## src/rtl/mips_multicycle_ctrl.sv

```systemverilog
// Multi-cycle MIPS control FSM: fetch/decode/exec/mem/wb sequencing,
// PC ownership and register-file / ALU / data-memory control.
module mips_multicycle_ctrl #(
  parameter logic [31:0] PC_RESET = 32'h0000_0000,
  parameter int          NUM_REGS = 16
) (
  input  logic        clk,
  input  logic        rst,
  output logic        instr_req,
  output logic [31:0] pc,
  input  logic        instr_valid,
  input  logic [31:0] instr_data,
  output logic [4:0]  rs,
  output logic [4:0]  rt,
  output logic [4:0]  rd,
  output logic        we,
  output logic        wb_sel,
  output logic [31:0] imm,
  output logic        alu_src_imm,
  output logic [2:0]  alu_op,
  input  logic        alu_zero,
  output logic        mem_req,
  output logic        mem_we,
  input  logic        mem_ready,
  output logic        illegal,
  output logic [2:0]  state
);

  typedef enum logic [2:0] {
    S_FETCH  = 3'd0,
    S_DECODE = 3'd1,
    S_EXEC   = 3'd2,
    S_MEM    = 3'd3,
    S_WB     = 3'd4,
    S_TRAP   = 3'd5
  } state_t;

  localparam logic [5:0] OP_R    = 6'h00;
  localparam logic [5:0] OP_J    = 6'h02;
  localparam logic [5:0] OP_BEQ  = 6'h04;
  localparam logic [5:0] OP_ADDI = 6'h08;
  localparam logic [5:0] OP_LW   = 6'h23;
  localparam logic [5:0] OP_SW   = 6'h2B;

  localparam logic [5:0] FN_ADD = 6'h20;
  localparam logic [5:0] FN_SUB = 6'h22;
  localparam logic [5:0] FN_AND = 6'h24;
  localparam logic [5:0] FN_OR  = 6'h25;
  localparam logic [5:0] FN_SLT = 6'h2A;

  localparam logic [2:0] ALU_ADD = 3'd0;
  localparam logic [2:0] ALU_SUB = 3'd1;
  localparam logic [2:0] ALU_AND = 3'd2;
  localparam logic [2:0] ALU_OR  = 3'd3;
  localparam logic [2:0] ALU_SLT = 3'd4;

  localparam logic [5:0] W_NREGS = 6'(NUM_REGS);

  state_t      r_state;
  state_t      w_next;
  logic [31:0] r_pc;
  logic [31:0] r_ir;
  logic        r_instr_req;
  logic        r_we;
  logic        r_wb_sel;
  logic        r_mem_req;
  logic        r_mem_we;
  logic        r_illegal;

  logic [5:0]  w_op;
  logic [5:0]  w_funct;
  logic        w_is_r;
  logic        w_is_j;
  logic        w_is_beq;
  logic        w_is_addi;
  logic        w_is_lw;
  logic        w_is_sw;
  logic        w_fn_ok;
  logic        w_rs_bad;
  logic        w_rt_bad;
  logic        w_rd_bad;
  logic        w_legal;
  logic [2:0]  w_alu_op;
  logic [4:0]  w_rd;
  logic [31:0] w_imm;
  logic [31:0] w_jtarget;
  logic [31:0] w_btarget;

  assign w_op      = r_ir[31:26];
  assign w_funct   = r_ir[5:0];
  assign w_is_r    = (w_op == OP_R);
  assign w_is_j    = (w_op == OP_J);
  assign w_is_beq  = (w_op == OP_BEQ);
  assign w_is_addi = (w_op == OP_ADDI);
  assign w_is_lw   = (w_op == OP_LW);
  assign w_is_sw   = (w_op == OP_SW);

  assign w_rs_bad = ({1'b0, r_ir[25:21]} >= W_NREGS);
  assign w_rt_bad = ({1'b0, r_ir[20:16]} >= W_NREGS);
  assign w_rd_bad = ({1'b0, r_ir[15:11]} >= W_NREGS);

  assign w_imm     = {{16{r_ir[15]}}, r_ir[15:0]};
  assign w_rd      = w_is_r ? r_ir[15:11] : r_ir[20:16];
  assign w_jtarget = {r_pc[31:28], r_ir[25:0], 2'b00};
  assign w_btarget = r_pc + {w_imm[29:0], 2'b00};

  always_comb begin
    w_fn_ok  = 1'b0;
    w_alu_op = ALU_ADD;
    if (w_is_beq) begin
      w_alu_op = ALU_SUB;
    end else if (w_is_r) begin
      unique case (w_funct)
        FN_ADD: begin w_fn_ok = 1'b1; w_alu_op = ALU_ADD; end
        FN_SUB: begin w_fn_ok = 1'b1; w_alu_op = ALU_SUB; end
        FN_AND: begin w_fn_ok = 1'b1; w_alu_op = ALU_AND; end
        FN_OR:  begin w_fn_ok = 1'b1; w_alu_op = ALU_OR;  end
        FN_SLT: begin w_fn_ok = 1'b1; w_alu_op = ALU_SLT; end
        default: begin w_fn_ok = 1'b0; w_alu_op = ALU_ADD; end
      endcase
    end
  end

  // J uses no register fields; I-types use rs/rt, R-types add rd
  assign w_legal =
    (w_is_r & w_fn_ok & ~w_rs_bad & ~w_rt_bad & ~w_rd_bad) |
    ((w_is_addi | w_is_lw | w_is_sw | w_is_beq) & ~w_rs_bad & ~w_rt_bad) |
    w_is_j;

  always_comb begin
    w_next = r_state;
    unique case (r_state)
      S_FETCH:  w_next = instr_valid ? S_DECODE : S_FETCH;
      S_DECODE: begin
        if (!w_legal)    w_next = S_TRAP;
        else if (w_is_j) w_next = S_FETCH;
        else             w_next = S_EXEC;
      end
      S_EXEC: begin
        if (w_is_beq)              w_next = S_FETCH;
        else if (w_is_lw | w_is_sw) w_next = S_MEM;
        else                       w_next = S_WB;
      end
      S_MEM: begin
        if (mem_ready) w_next = w_is_lw ? S_WB : S_FETCH;
      end
      S_WB:     w_next = S_FETCH;
      S_TRAP:   w_next = S_TRAP;
      default:  w_next = S_TRAP;
    endcase
  end

  always_ff @(posedge clk or posedge rst) begin
    if (rst) begin
      r_state     <= S_FETCH;
      r_pc        <= PC_RESET;
      r_ir        <= '0;
      r_instr_req <= 1'b1;
      r_we        <= 1'b0;
      r_wb_sel    <= 1'b0;
      r_mem_req   <= 1'b0;
      r_mem_we    <= 1'b0;
      r_illegal   <= 1'b0;
    end else begin
      r_state <= w_next;
      if (r_state == S_FETCH && instr_valid) begin
        r_ir <= instr_data;
        r_pc <= r_pc + 32'd4;
      end else if (r_state == S_DECODE && w_is_j) begin
        r_pc <= w_jtarget;
      end else if (r_state == S_EXEC && w_is_beq && alu_zero) begin
        r_pc <= w_btarget;
      end
      // strobes are computed from the next state so they line up with it
      r_instr_req <= (w_next == S_FETCH);
      r_mem_req   <= (w_next == S_MEM);
      r_mem_we    <= (w_next == S_MEM) && w_is_sw;
      r_we        <= (w_next == S_WB) && (w_rd != 5'd0);
      r_wb_sel    <= (w_next == S_WB) && w_is_lw;
      r_illegal   <= (w_next == S_TRAP);
    end
  end

  assign instr_req   = r_instr_req;
  assign pc          = r_pc;
  assign rs          = r_ir[25:21];
  assign rt          = r_ir[20:16];
  assign rd          = w_rd;
  assign we          = r_we;
  assign wb_sel      = r_wb_sel;
  assign imm         = w_imm;
  assign alu_src_imm = w_is_addi | w_is_lw | w_is_sw;
  assign alu_op      = w_alu_op;
  assign mem_req     = r_mem_req;
  assign mem_we      = r_mem_we;
  assign illegal     = r_illegal;
  assign state       = r_state;

endmodule

```

## config.mk

```make
export PLATFORM = sky130hd
export DESIGN_NAME = mips_multicycle_ctrl
export DESIGN_NICKNAME = d
export VERILOG_FILES = /design/src/rtl/mips_multicycle_ctrl.sv
export SDC_FILE = /design/constraint.sdc
export NUM_CORES = 1
export LEC_CHECK = 0
export CORE_ASPECT_RATIO = 1.75
export CORE_MARGIN = 4
export CORE_UTILIZATION = 47
export CTS_BUF_LIST = sky130_fd_sc_hd__clkbuf_4
export DETAILED_ROUTE_END_ITERATION = 12
export PLACE_DENSITY_LB_ADDON = 0.2
export SETUP_SLACK_MARGIN = 0.3
export SYNTH_ARGS = -nofsm -noshare
export SYNTH_HDL_FRONTEND = slang
export SYNTH_SLANG_ARGS = --single-unit
```

## constraint.sdc

```tcl
create_clock -name clk -period 3.2 [get_ports clk]
set_clock_uncertainty 0.2 [all_clocks]
set_input_delay 0.64 -clock clk [delete_from_list [all_inputs] [get_ports clk]]
set_output_delay 0.64 -clock clk [all_outputs]
set_load 0.1 [all_outputs]
```

After elaboration in Yosys (flattened, before gate mapping)
Cells that the tools add are included.

operators by class
  muxes and demuxes = 18
  order comparisons = 3
  equal/unequal tests = 18
  bitwise operators = 15
  add/sub/neg operators = 2
  reductions and logical operators = 15

operators with widths
  operator                 count
  $mux W32                 3
  $eq A6 B6 Y1 const B     7
  $add A32 B3 Y32 const B  1
  $add A32 B32 Y32         1
  $mux W3                  7
  $ge A5 B5 Y1 const B     3
  $pmux W3 S5              1
  $pmux W3 S4              1
  $eq A3 B2 Y1 const B     3
  $eq A3 B3 Y1 const B     3
  $logic_and A1 B1 Y1      7
  $and A1 B1 Y1            6
  $eq A6 B2 Y1 const B     1
  $eq A6 B3 Y1 const B     1
  $eq A6 B4 Y1 const B     1
  $logic_not A3 Y1         2
  $logic_not A6 Y1         1
  $or A1 B1 Y1             6
  $mux W5                  1
  $reduce_bool A5 Y1       1
  $reduce_or A5 Y1         1
  $mux W1                  4
  $eq A3 B1 Y1 const B     1
  $not A1 Y1               3
  other kinds (5)          5

storage, ports and cells
  logic and storage cells = 81
  bits of input ports = 37
  register bits after elaboration = 73
  output and inout bits = 92

Longest topological paths before layout
  depth after elaboration = 15
  depth in mapped cells = 13
  mapped depth without buffers = 13

Least setup slack after synthesis
Ideal clock, no wire load.

  path type = register to output
  start = register r_ir[26]
  end = output port alu_op[1]
  cell stages (with the launch flop) = 7
  path slack = -1.184 ns
  data required time = 2.360 ns
  path buffers = 1
  data arrival time = 3.544 ns
  cells stage by stage = dfrtp_1 > nor3_4 > and3b_1 > buf_6 > and3b_4 > or2b_1 > nor3b_1

between the ends
  cells in the longest elaborated chain, start to end = 3
  elaborated cells between the ends (all ways) = 4
  those cells by class = eq/ne: 1; mux: 2; reduce/logical: 1

RTL lines
  what                      line  text
  start: declaration        62    logic [31:0] r_ir;
  start signal: assignment  167   r_ir <= instr_data;
  $logic_not A6 Y1          91    assign w_is_r = (w_op == OP_R);
  $mux W3                   112   end else if (w_is_r) begin
  $mux W3 (*)               110   if (w_is_beq) begin
  end: declaration          20    output logic [2:0] alu_op,

Every way passes the cells marked *; elsewhere a longest branch is shown, timed or not.

Worst setup path in the final report
Ends and elaborated chain as after synthesis.

==> out/qor.txt <==
Status: finished clean
Worst Path Class, Setup: reg2out
RSZ-0062 raised after global routing: yes
Vias per cell: 6.01
Top-count cell post-synth: nand2_1
Number of flops mapped to enable cells by yosys: 0
Worst R2R Start: pc[2]
CTS H-tree depth: 3
Area leader, netlist: dfrtp_1
R2r endpoint: pc[14]
Warnings from Yosys: 0
First drt pass iteration count: 5
IO Pins: 129
Main synth FF type: dfrtp_1
Cell Rows: 52
Routed len/inst: 19.8 um
Final Slew Violations: 0
Proportion of layout cells with a drive suffix above 1: 29.3%
Arr. time, crit path: 2.23 ns
Seq/Total Area, Yosys: 32.2%
Port bufs: 126
Yosys top cell area share: 31.7%
Clk_lat worst skew: 0.44 ns
Syn Inst Count: 700
Vias in the first global route: 5728
Die Footprint: 0.0136 mm2
GPL Wtd Cong: 0.925
Fmax: 326 MHz
Final setup TNS: 0 ns
Hold Crit Start: pc[31]
Sink Count: 71
Synth top area cells: dfrtp_1, nand2_1, ha_1
Area grow syn2layout: 29.9%
Maximum root-to-sink buffer count: 2
GRT Total Usage: 26.9%
Overflow after GRT: 0
Core box area: 0.0115 mm2
Final setup viols: 0
XOR/XNOR Fraction of Synth Area: 3.65%
Post-synthesis simple-gate area fraction: 24.9%
Layout fillers: 1020
Mux share of post-synthesis cell area: 1.41%
Cells on Worst Hold Path: 1
Largest family of logic cells by synthesized area: simple AND/OR/NAND/NOR gates
Chip width: 89.9 um
Die H: 151 um
Slew margin rel.: 53.8%
Crit path capture type: output port
Maxcap violations: 0
Drt total wl: 18900 um
Initial antenna violation count: 1
Netlist cell types: 71
Hold crit path type: reg2reg
Synth Area in Compound Gates: 21.8%
Syn_area_per_cell: 7.88 um2
Root buffer cell: clkbuf_4
Final period util: 95.9%
DP HPWL: 14600 um
CTS tree: yes
Initial core utilization: 47.9%
Num CTS Buffers: 9
Min Tclk post-route: 3.07 ns
Drt first-iter violations: 428
Synth Cell Area: 0.00552 mm2
Yosys reg bits: 71
Post-synth top cells: nand2_1, dfrtp_1, a21oi_1
Worst slew pin tran: 0.692 ns
WP data required: 2.36 ns
CP max FO: 3
ANT nets after route: 0
CP startpoint kind: flop
Fin nets: 882
Worst reg-to-reg path cell count: 13
Worst-path clk slew: 0.12 ns
Post-synth ARST share: 100%
R2R Setup Slk: 0.37 ns
Adder-cell area share of the yosys netlist: 7.17%
Remaining DRCs: 0
Largest net degree at the start of global routing: 35
Final hold viol count: 0
WHS Endpoint: pc[31]
First-pass GRT wire length: 28800 um
Routed vias: 5742
how the worst max path moves through the flow:
stage	start	to	slack, ns
floorplan	r_ir[26]	alu_op[0]	0.14
global placement	pc[10]	pc[23]	0.32
detailed placement	r_ir[0]	pc[26]	0.25
CTS	r_ir[26]	alu_op[1]	0.09
global route	r_ir[26]	alu_op[1]	0.05
finish	r_ir[26]	alu_op[1]	0.13
registers in the layout, summed over array words and instances, names as in the netlist:
signal     cells
pc            30
mem_we         1
wb_sel         1
illegal        1
r_ir          32
state          3
mem_req        1
instr_req      1
we             1
routing by layer:
metal / GRT usage, % / vias up / part of all wire [%]
met5: 0 / - / 0
met4: 19.1 / 0 / 6.2
met3: 5.12 / 80 / 6.0
met2: 51.1 / 269 / 53
met1: 26.0 / 2716 / 35
li1: - / 2677 / -
metrics by stage:
step	std cells	instance area (um2)	setup WS [ns]	utilization [%]	hold slack [ns]
after floorplan	701	5650	0.143	-	0.269
after global placement	927	6770	0.320	58.8	0.262
after detailed placement	927	6770	0.252	58.8	0.266
after CTS	949	6980	0.0918	60.6	0.286
after global routing	955	7170	0.0456	62.2	0.317
final	955	7170	0.132	62.2	0.277
cell usage in the layout, fill, tap and decap left out, types with 3 or more instances in the layout:
| master | n |
|---|---|
| nand2_1 | 141 |
| buf_4 | 124 |
| a21oi_1 | 51 |
| nor2_1 | 48 |
| o21ai_0 | 47 |
| dfrtp_1 | 42 |
| clkdlybuf4s50_1 | 36 |
| dfrtp_2 | 28 |
| nand3_1 | 23 |
| and3_1 | 22 |
| ha_1 | 19 |
| a21o_1 | 17 |
| xnor2_1 | 13 |
| nor3_1 | 12 |
| a21oi_2 | 10 |
| inv_1 | 9 |
| xor2_1 | 9 |
| clkbuf_4 | 9 |
| buf_12 | 9 |
| a31oi_1 | 8 |
| o21ai_1 | 6 |
| ha_4 | 6 |
| o211ai_1 | 5 |
| a22oi_1 | 5 |
| a211oi_1 | 5 |
| mux2_4 | 5 |
| ha_2 | 5 |
| nand2b_1 | 4 |
| and2_1 | 4 |
| nand4_1 | 4 |
| nor2b_1 | 4 |
| and4_1 | 3 |
| o21ai_2 | 3 |
| a22o_1 | 3 |
| a21boi_0 | 3 |
| o22ai_1 | 3 |
what timing repair did:
action	CTS	global route
cloned	0	0
resized for setup	13	40
endpoints found under the setup margin	12	27
setup buffers	6	5
pin swaps	3	14
hold buffers	0	0
logic make-up (layout without fill, tap and decap cells):
| group | count (synthesis) | after routing |
|---|---|---|
| xor gates and xnor gates | 23 | 23 |
| other | 1 | 3 |
| adders and majority gates | 31 | 31 |
| and+or+nand+nor | 291 | 291 |
| DFF | 71 | 71 |
| muxes | 7 | 7 |
| AOI/OAI and AO/OA | 196 | 196 |
| buffers and inverters | 80 | 198 |
cell type report:
class / count / area [um2] / share of cell area [%]
Multi-Input combinational cell: 550 / 3530 / 49.2
Clock inverter: 7 / 48.8 / 0.681
Timing Repair Buffer: 171 / 1500 / 20.9
Tap cell: 135 / 169 / 2.36
Sequential cell: 71 / 1810 / 25.3
Clock buffer: 9 / 67.6 / 0.943
Antenna cell: 1 / 2.50 / 0.0349
Inverter: 11 / 41.3 / 0.576
worst max-delay path: stages, from the launching register on:
cell and delay (ns):
dfrtp_1 0.43, nor3_4 0.23, and3b_1 0.22, and3b_4 0.20, or2b_4 0.28, nor3b_4 0.23
buf_12 0.21
Power is left out: the tool's default activity adds up to more than one toggle a clock period on the data nets, which glitch-free logic cannot reach.
